--- src/rtl/uart_pkg.sv ---
// -----------------------------------------------------------------------------
// uart_pkg
//   Shared definitions for the UART transmit scheduler:
//     - N_REQ_DEFAULT : default number of requesters sharing the transmitter
//     - ST_*          : FSM state encodings, wrapped by the state_t enum
//     - wrap_add      : modulo-n addition used for round-robin rotation
// -----------------------------------------------------------------------------
`timescale 1ns/1ps

package uart_pkg;

    localparam int N_REQ_DEFAULT = 4;

    localparam logic [2:0] ST_IDLE  = 3'd0;
    localparam logic [2:0] ST_LOAD  = 3'd1;
    localparam logic [2:0] ST_SEND  = 3'd2;
    localparam logic [2:0] ST_DRAIN = 3'd3;
    localparam logic [2:0] ST_GAP   = 3'd4;

    typedef enum logic [2:0] {
        IDLE  = ST_IDLE,
        LOAD  = ST_LOAD,
        SEND  = ST_SEND,
        DRAIN = ST_DRAIN,
        GAP   = ST_GAP
    } state_t;

    // (a + b) mod n, valid when both operands are already below n.
    function automatic int wrap_add(input int a, input int b, input int n);
        int s;
        s = a + b;
        if (s >= n) begin
            s = s - n;
        end
        return s;
    endfunction

endpackage

--- src/rtl/rr_pick.sv ---
// -----------------------------------------------------------------------------
// rr_pick
//   Combinational round-robin selector. Returns the first set request bit at
//   or after ptr, wrapping modulo N.
//   Ports:
//     req   in  N      request vector
//     ptr   in  IDX_W  index with highest priority this round
//     grant out N      one-hot selected requester (zero if no request)
//     idx   out IDX_W  binary index of the selected requester
// -----------------------------------------------------------------------------
`timescale 1ns/1ps

module rr_pick
    import uart_pkg::*;
#(
    parameter int N     = N_REQ_DEFAULT,
    parameter int IDX_W = $clog2(N)
) (
    input  logic [N-1:0]     req,
    input  logic [IDX_W-1:0] ptr,
    output logic [N-1:0]     grant,
    output logic [IDX_W-1:0] idx
);

    // Scan from the farthest offset down to ptr itself, so the candidate
    // closest to ptr overwrites any earlier hit and no early exit is needed.
    always_comb begin
        grant = '0;
        idx   = '0;
        for (int i = N - 1; i >= 0; i--) begin
            if (req[wrap_add(int'(ptr), i, N)]) begin
                grant = '0;
                grant[wrap_add(int'(ptr), i, N)] = 1'b1;
                idx   = IDX_W'(wrap_add(int'(ptr), i, N));
            end
        end
    end

endmodule

--- src/rtl/uart_tx_sched.sv ---
// -----------------------------------------------------------------------------
// uart_tx_sched
//   Packet-atomic round-robin scheduler feeding N_REQ byte streams into one
//   UART transmitter, with a programmable idle gap after each packet.
//   Ports:
//     clk, rst_n       clock, synchronous active-low reset
//     req_valid_i  in  N_REQ    byte offered, per requester
//     req_data_i   in  8*N_REQ  offered bytes, requester k at [8k+7:8k]
//     req_last_i   in  N_REQ    offered byte ends its packet
//     req_ready_o  out N_REQ    capture strobe, granted requester only
//     tx_data_o    out 8        byte presented to the transmitter
//     tx_valid_o   out 1        transmit request
//     tx_ready_i   in  1        transmitter idle; falls when a byte is taken
//     gap_i        in  GAP_W    idle cycles inserted after each packet
//     grant_o      out N_REQ    one-hot owner of the transmitter, else zero
//     busy_o       out 1        high in every state except IDLE
// -----------------------------------------------------------------------------
`timescale 1ns/1ps

module uart_tx_sched
    import uart_pkg::*;
#(
    parameter int N_REQ = N_REQ_DEFAULT,
    parameter int GAP_W = 16
) (
    input  logic                 clk,
    input  logic                 rst_n,
    input  logic [N_REQ-1:0]     req_valid_i,
    input  logic [8*N_REQ-1:0]   req_data_i,
    input  logic [N_REQ-1:0]     req_last_i,
    output logic [N_REQ-1:0]     req_ready_o,
    output logic [7:0]           tx_data_o,
    output logic                 tx_valid_o,
    input  logic                 tx_ready_i,
    input  logic [GAP_W-1:0]     gap_i,
    output logic [N_REQ-1:0]     grant_o,
    output logic                 busy_o
);

    localparam int IDX_W = $clog2(N_REQ);

    state_t             state_q,  state_d;
    logic [IDX_W-1:0]   rr_ptr_q, rr_ptr_d;
    logic [IDX_W-1:0]   gidx_q,   gidx_d;
    logic [N_REQ-1:0]   grant_q,  grant_d;
    logic [7:0]         data_q,   data_d;
    logic               last_q,   last_d;
    logic [GAP_W-1:0]   gap_q,    gap_d;

    logic [N_REQ-1:0]   pick_grant;
    logic [IDX_W-1:0]   pick_idx;

    rr_pick #(
        .N     (N_REQ),
        .IDX_W (IDX_W)
    ) u_rr_pick (
        .req   (req_valid_i),
        .ptr   (rr_ptr_q),
        .grant (pick_grant),
        .idx   (pick_idx)
    );

    // NOTE: every signal written here gets a default first, so no path can
    // leave one unassigned and infer a latch.
    always_comb begin
        state_d     = state_q;
        rr_ptr_d    = rr_ptr_q;
        gidx_d      = gidx_q;
        grant_d     = grant_q;
        data_d      = data_q;
        last_d      = last_q;
        gap_d       = gap_q;
        req_ready_o = '0;

        case (state_q)
            IDLE: begin
                // Arbitration happens only here; the grant then sticks for
                // the whole packet regardless of the other request lines.
                if (|req_valid_i) begin
                    grant_d = pick_grant;
                    gidx_d  = pick_idx;
                    state_d = LOAD;
                end
            end

            LOAD: begin
                // A stalled requester keeps the lock; we simply wait here.
                if (req_valid_i[gidx_q]) begin
                    data_d  = req_data_i[8*gidx_q +: 8];
                    last_d  = req_last_i[gidx_q];
                    // Gated by rst_n so a reset edge can never complete a
                    // handshake for an abandoned packet.
                    req_ready_o = rst_n ? grant_q : '0;
                    state_d = SEND;
                end
            end

            SEND: begin
                // The transmitter signals acceptance by dropping ready.
                if (!tx_ready_i) begin
                    state_d = DRAIN;
                end
            end

            DRAIN: begin
                if (tx_ready_i) begin
                    if (!last_q) begin
                        state_d = LOAD;
                    end else begin
                        grant_d  = '0;
                        rr_ptr_d = IDX_W'(wrap_add(int'(gidx_q), 1, N_REQ));
                        if (gap_i != '0) begin
                            gap_d   = gap_i;
                            state_d = GAP;
                        end else begin
                            state_d = IDLE;
                        end
                    end
                end
            end

            GAP: begin
                // Loaded on entry, so a GAP of n lasts exactly n cycles.
                gap_d = gap_q - GAP_W'(1);
                if (gap_q <= GAP_W'(1)) begin
                    state_d = IDLE;
                end
            end

            default: begin
                state_d = IDLE;
            end
        endcase
    end

    // NOTE: sequential state uses non-blocking assignments so every register
    // samples the pre-edge values, independent of statement order.
    always_ff @(posedge clk) begin
        if (!rst_n) begin
            // NOTE: the reset clears the captured byte and gap counter too,
            // not just control state, so tx_data_o is 0x00 after reset.
            state_q  <= IDLE;
            rr_ptr_q <= '0;
            gidx_q   <= '0;
            grant_q  <= '0;
            data_q   <= 8'h00;
            last_q   <= 1'b0;
            gap_q    <= '0;
        end else begin
            state_q  <= state_d;
            rr_ptr_q <= rr_ptr_d;
            gidx_q   <= gidx_d;
            grant_q  <= grant_d;
            data_q   <= data_d;
            last_q   <= last_d;
            gap_q    <= gap_d;
        end
    end

    assign tx_valid_o = (state_q == SEND);
    assign tx_data_o  = data_q;
    assign grant_o    = grant_q;
    assign busy_o     = (state_q != IDLE);

endmodule

--- config.mk ---
export PLATFORM = sky130hd
export DESIGN_NAME = uart_tx_sched
export DESIGN_NICKNAME = d
export VERILOG_FILES = /design/src/rtl/uart_pkg.sv /design/src/rtl/rr_pick.sv /design/src/rtl/uart_tx_sched.sv
export SDC_FILE = /design/constraint.sdc
export NUM_CORES = 1
export LEC_CHECK = 0
export CAP_MARGIN = 20
export CORE_MARGIN = 2
export CORE_UTILIZATION = 50
export DETAILED_ROUTE_END_ITERATION = 12
export HOLD_SLACK_MARGIN = 0.02
export PLACE_DENSITY = 0.85
export REMOVE_ABC_BUFFERS = 1
export SETUP_SLACK_MARGIN = 0.02
export SLEW_MARGIN = 10
export SYNTH_ARGS = -nofsm -noshare
export SYNTH_HDL_FRONTEND = slang
export SYNTH_SLANG_ARGS = --single-unit
--- constraint.sdc ---
create_clock -name clk -period 4.15 [get_ports clk]
set_clock_uncertainty 0.1 [all_clocks]
set_input_delay 0.415 -clock clk [delete_from_list [all_inputs] [get_ports clk]]
set_output_delay 0.415 -clock clk [all_outputs]
set_load 0.01 [all_outputs]
* Yosys cells after proc, flatten, opt, wreduce, memory -nomap -nowiden *
Index checks and enable logic that the tools add are counted.

word-level totals
  logic and storage cells = 124
  memories kept = 0
  memory bits (writable) = 0
  ROM bits = 0
  latch bits = 0
  output and inout bits = 18
  flip-flop bits (word level) = 36

operators by class
  reductions and logical operators = 16
  shifts and indexed selects = 1
  eq/ne operators = 11
  add/sub/neg operators = 10
  multiplexer cells = 60
  bitwise logic cells = 0
  multipliers = 0
  div/mod/pow operators = 0
  order comparisons = 19

operators by type and width
  kind                     count
  $lt A32 B4 Y1 const B    8
  $mux W32                 8
  $ge A32 B1 Y1 const B    4
  $ge A32 B4 Y1 const B    3
  $sub A32 B4 Y32 const B  3
  $mux W16                 3
  $mux W4                  10
  $pmux W16 S2             1
  $shiftx A32 B6 Y8        1
  $mux W3                  7
  $le A16 B1 Y1 const B    1
  $reduce_bool A16 Y1      1
  $sub A16 B1 Y16 const B  1
  $pmux W3 S5              1
  $mux W1                  14
  $ne A2 B2 Y1 const B     7
  $bmux W1 S2              6
  $mux W2                  5
  $demux W1 S2             4
  $pmux W4 S2              1
  $reduce_and A4 Y1        2
  $add A2 B1 Y3 const B    2
  $add A2 B2 Y3 const B    2
  $eq A3 B2 Y1 const B     2
  other kinds (15)         20

* Depth between registers and ports, before layout *
  depth in word-level cells = 17
  depth in mapped cells = 8
  mapped depth without buffers = 7

* Cells and area by module *
Synthesis repeated with hierarchy kept, for this count alone.

second synthesis, totals
  cells, all modules = 299
  area total of the unflattened synthesis = 2,732.6 µm²

modules (own cells, without submodules)
  module         cells each  times used  area each (µm²)
  uart_tx_sched  239         1           2,204.6
  rr_pick        60          1           528.0

* Worst setup path before layout *
Ideal clock, no wire load.

  kind = register -> register
  from = register rr_ptr_q[0]
  to = register grant_q[3] (netlist: grant_o[3])
  stages on the path, launching flop included = 8
  path slack = 1.730 ns
  arrival = 2.200 ns
  data required time = 3.930 ns
  clock period less this slack = 2.420 ns
  library setup time = 0.120 ns
  cell sequence = dfxtp_1 buf_2 inv_1 ha_1 mux4_2 a221oi_1 nor3_1 a211o_1

on the way
  longest elaborated chain between the ends = 14

ends and longest elaborated chain
  item                                                                         RTL line                        text
  start: declaration                                                           uart_tx_sched.sv:43             logic [IDX_W-1:0] rr_ptr_q, rr_ptr_d;
  start signal: assignment                                                     uart_tx_sched.sv:151            rr_ptr_q <= rr_ptr_d;
  $add A2 B2 Y3                                                                uart_pkg.sv:31                  s = a + b;
  $sub A32 B4 Y32 / $ge A32 B4 Y1 (equally long branches)                      uart_pkg.sv:33, uart_pkg.sv:32
  $mux W32                                                                     -
  $mux W32                                                                     rr_pick.sv:31                   if (req[wrap_add(int'(ptr), i, N)]) begin
  $ge A32 B1 Y1 (implied by the code) / $lt A32 B4 Y1 (equally long branches)  rr_pick.sv:33                   grant[wrap_add(int'(ptr), i, N)] = 1'b1;
  $logic_and A1 B1 Y1 (implied by the code)                                    rr_pick.sv:33
  $mux W1 (implied by the code)                                                rr_pick.sv:33
  $demux W1 S2                                                                 -
  $mux W4 (3 in series)                                                        rr_pick.sv:31
  $mux W4 *                                                                    rr_pick.sv:31
  $mux W4 *                                                                    uart_tx_sched.sv:79             if (|req_valid_i) begin
  $pmux W4 S2 *                                                                uart_tx_sched.sv:75             case (state_q)
  end signal: assignment                                                       uart_tx_sched.sv:153            grant_q <= grant_d;
  end: declaration                                                             uart_tx_sched.sv:45             logic [N_REQ-1:0] grant_q, grant_d;

Mark *: on every way between the ends. The rest lies on a longest branch, timed or not. The select of a mux whose other input is x is not followed.
A chain may end at the register's enable or synchronous reset.

* Final worst setup path *
  from = register gidx_q[0]
  to = output req_ready_o[2]

on the way
  longest elaborated chain between the ends = 4

ends and longest elaborated chain
  item                           RTL line              text
  start: declaration             uart_tx_sched.sv:44   logic [IDX_W-1:0] gidx_q, gidx_d;
  start signal: assignment       uart_tx_sched.sv:152  gidx_q <= gidx_d;
  $bmux W1 S2                    uart_tx_sched.sv:88   if (req_valid_i[gidx_q]) begin
  $mux W1 (implied by the code)  uart_tx_sched.sv:88
  $mux W4                        uart_tx_sched.sv:88
  $mux W4                        uart_tx_sched.sv:75
  end: declaration               uart_tx_sched.sv:31   output logic [N_REQ-1:0] req_ready_o,

Every way passes these cells. The select of a mux whose other input is x is not followed.

==> flow_summary.ini <==
[status]
status = finished, final reports clean

[timing]
timing.fmax_mhz = 326
layout_setup_ws_ns = 1.08
min_period_over_period_pct = 73.9
fin_tns_setup_ns = 0
post-route-min-period_ns = 3.07
hold_viol_final = 0
final-setup-viol-count = 0
worstMarginPinSlew_ns = 0.853
slew_headroom_pct = 42.6
rsz0062_at_grt = false
fin_hold_ws_ns = 0.401
final-max-slew-violation-count = 0

[critical_path]
critical_path_class = register to output port
path_max_fanout = 13
cp_data_required_time_ns = 3.63
arrival_ns = 2.55
endpoint_kind = output port
worstSetupStartpointType = register

[synth]
yosys.area.top_type = dfxtp_1
synth_xor_area_share_pct = 1.44
synth_seq_area_share_pct = 29.7
netlist.area_leader.share_pct = 29.7
postSynthAreaPerCell_um2 = 8.56
synth_fa_ha_area_share_pct = 4.63
synth_mux_area_share_pct = 17.5
synth_flop_cell = dfxtp_1
netlist_area_um2 = 2430
yosys-top-cells-area = dfxtp_1, mux4_2, nor2_1
synth_enable_flop_cells = 0
yosys_register_bits = 36
synthArstFlopShare_pct = 0
synth_top_family_by_area = simple AND/OR/NAND/NOR gates
yosys.area_share.simple_pct = 24.4
syn_inst = 284
yosysWarnings = 0
synth.distinct_cells = 49
synth_compound_area_share_pct = 18.8

[layout]
layout_common_cells = clkdlybuf4s50_1, nor2_1, dfxtp_1, nand2_1, a21oi_1
fillers = 374
layout_commonest_cell = clkdlybuf4s50_1
final_nets = 423
post-route-util_pct = 70.9
diodes = 0
syn2layout_area_growth_pct = 36.9
stdcell_count = 410
drive_gt1_share_pct = 8.71
fin_area_um2 = 3330

[place]
pre_cts_ws_ns = 1.34
portBuffers = 76
dp_hpwl_um = 4910
place.gp.congestion = 0.925
placedCellCount = 402
placed_area_um2 = 3210

[min_path]
hold_class = register to register

[clocking]
cts_buffer_depth = 2
post_cts_buffers = 0
path_clk_slew_ns = 0.08
cts_sinks = 36
postCtsHoldBufs = 0
cts_resized = 0
cts_buffers = 5
cts_tree = done
clock_latency_ns = 0.30
htreeDepth = 2
cts-root-buf = clkbuf_8

[routing]
via_per_inst = 6.31
wl_um = 6640
wl_per_cell_um = 16.2
antenna_left = 0
drtIter0Drc = 234
drc = 0
drt-pass1-iter-count = 5
vias = 2588

[power_and_ir_drop]
total_power_mw = 0.923
p_per_area_nw_per_um2 = 277
peakVddDrop_mv = 0.173
leakagePower_nw = 1.24

[global_route]
grt_max_degree = 24
antenna_found_initial = 0
gr-total-overflow = 0
grt.total_usage_pct = 25.6
grt_pass1_vias = 2437
grt_first_pass_wirelength_um = 10800

[die]
die_y_um = 73.7
initial_core_util_pct = 51.8
ios = 77
die_area_um2 = 5430
core.rowCount = 25
core_area_um2 = 4690
die_x_um = 73.7

[job]
drv_cap = 0
## worst max-delay path, stage by stage (launching register included)
cell and delay (ns):
dfxtp_1 0.82, mux4_2 0.65, nand3b_1 0.23, nor2_1 0.08, clkdlybuf4s50_1 0.48
## area by class of cell
type | instances | area, µm² | area share [%]
repair buffers | 77 | 768 | 23.1
multi-input cells | 226 | 1620 | 48.7
inverters | 9 | 33.8 | 1.02
clock buffers | 5 | 68.8 | 2.07
clock inverters | 3 | 46.3 | 1.39
flip-flops and latches | 36 | 721 | 21.7
well taps | 54 | 67.6 | 2.03
## metal layers
layer	vias up	wire length (µm)	global-route usage [%]
li1	1217	-	-
met1	1210	2660	32.1
met2	146	3280	40.6
met3	15	546	6.45
met4	0	149	12.9
met5	-	0	0
## power by group
| part | internal (mW) | total (mW) | switching, mW |
|---|---|---|---|
| logic | 0.131 | 0.217 | 0.0859 |
| registers | 0.361 | 0.387 | 0.0255 |
| clock network | 0.181 | 0.319 | 0.138 |
## sequential cells by signal, summed over array words and instances, names as in the netlist
| name | count |
|---|---|
| gap_q | 16 |
| tx_data_o | 8 |
| grant_o | 4 |
| state_q | 3 |
| gidx_q | 2 |
| rr_ptr_q | 2 |
| last_q | 1 |
## final timing paths
kind,cells past startpoint,endpoint,slack [ns],from
setup / recovery,4,req_ready_o[2],1.08,gidx_q[0]$_SDFFE_PN0P_
hold reg to reg,2,tx_data_o[0]$_SDFFE_PN0P_,0.40,tx_data_o[0]$_SDFFE_PN0P_
hold / removal,2,tx_data_o[0]$_SDFFE_PN0P_,0.40,tx_data_o[0]$_SDFFE_PN0P_
setup reg to reg,7,grant_o[0]$_SDFFE_PN0P_,1.35,rr_ptr_q[0]$_SDFFE_PN0P_
## logic make-up after synthesis
| kind of cell | Yosys count |
|---|---|
| compound gates | 70 |
| xor+xnor | 4 |
| fa+ha+maj | 9 |
| buf+inv | 22 |
| flops | 36 |
| mux | 26 |
| simple gates | 117 |
## Yosys cell counts (2+ instances only)
| cell | instances |
|---|---|
| o21ai_0 | 14 |
| buf_2 | 4 |
| nor2_1 | 38 |
| inv_1 | 9 |
| a211oi_1 | 4 |
| nand3_1 | 3 |
| mux4_2 | 13 |
| a221oi_1 | 4 |
| a41oi_1 | 2 |
| mux2i_1 | 11 |
| a21oi_1 | 17 |
| nor2b_1 | 3 |
| nor4_1 | 10 |
| dfxtp_1 | 36 |
| nand4_1 | 6 |
| nand2_1 | 27 |
| mux2_2 | 2 |
| o31ai_1 | 2 |
| nor3_1 | 10 |
| nor3b_2 | 2 |
| clkbuf_1 | 8 |
| or2_2 | 2 |
| a311oi_1 | 2 |
| or3_1 | 2 |
| ha_1 | 9 |
| a31oi_1 | 9 |
| a32oi_1 | 2 |
| and3_1 | 3 |
| a211o_1 | 3 |
| o21a_1 | 4 |
| nand2b_1 | 3 |
| xnor2_1 | 3 |
No activity file was read; power rests on OpenSTA's default activity.
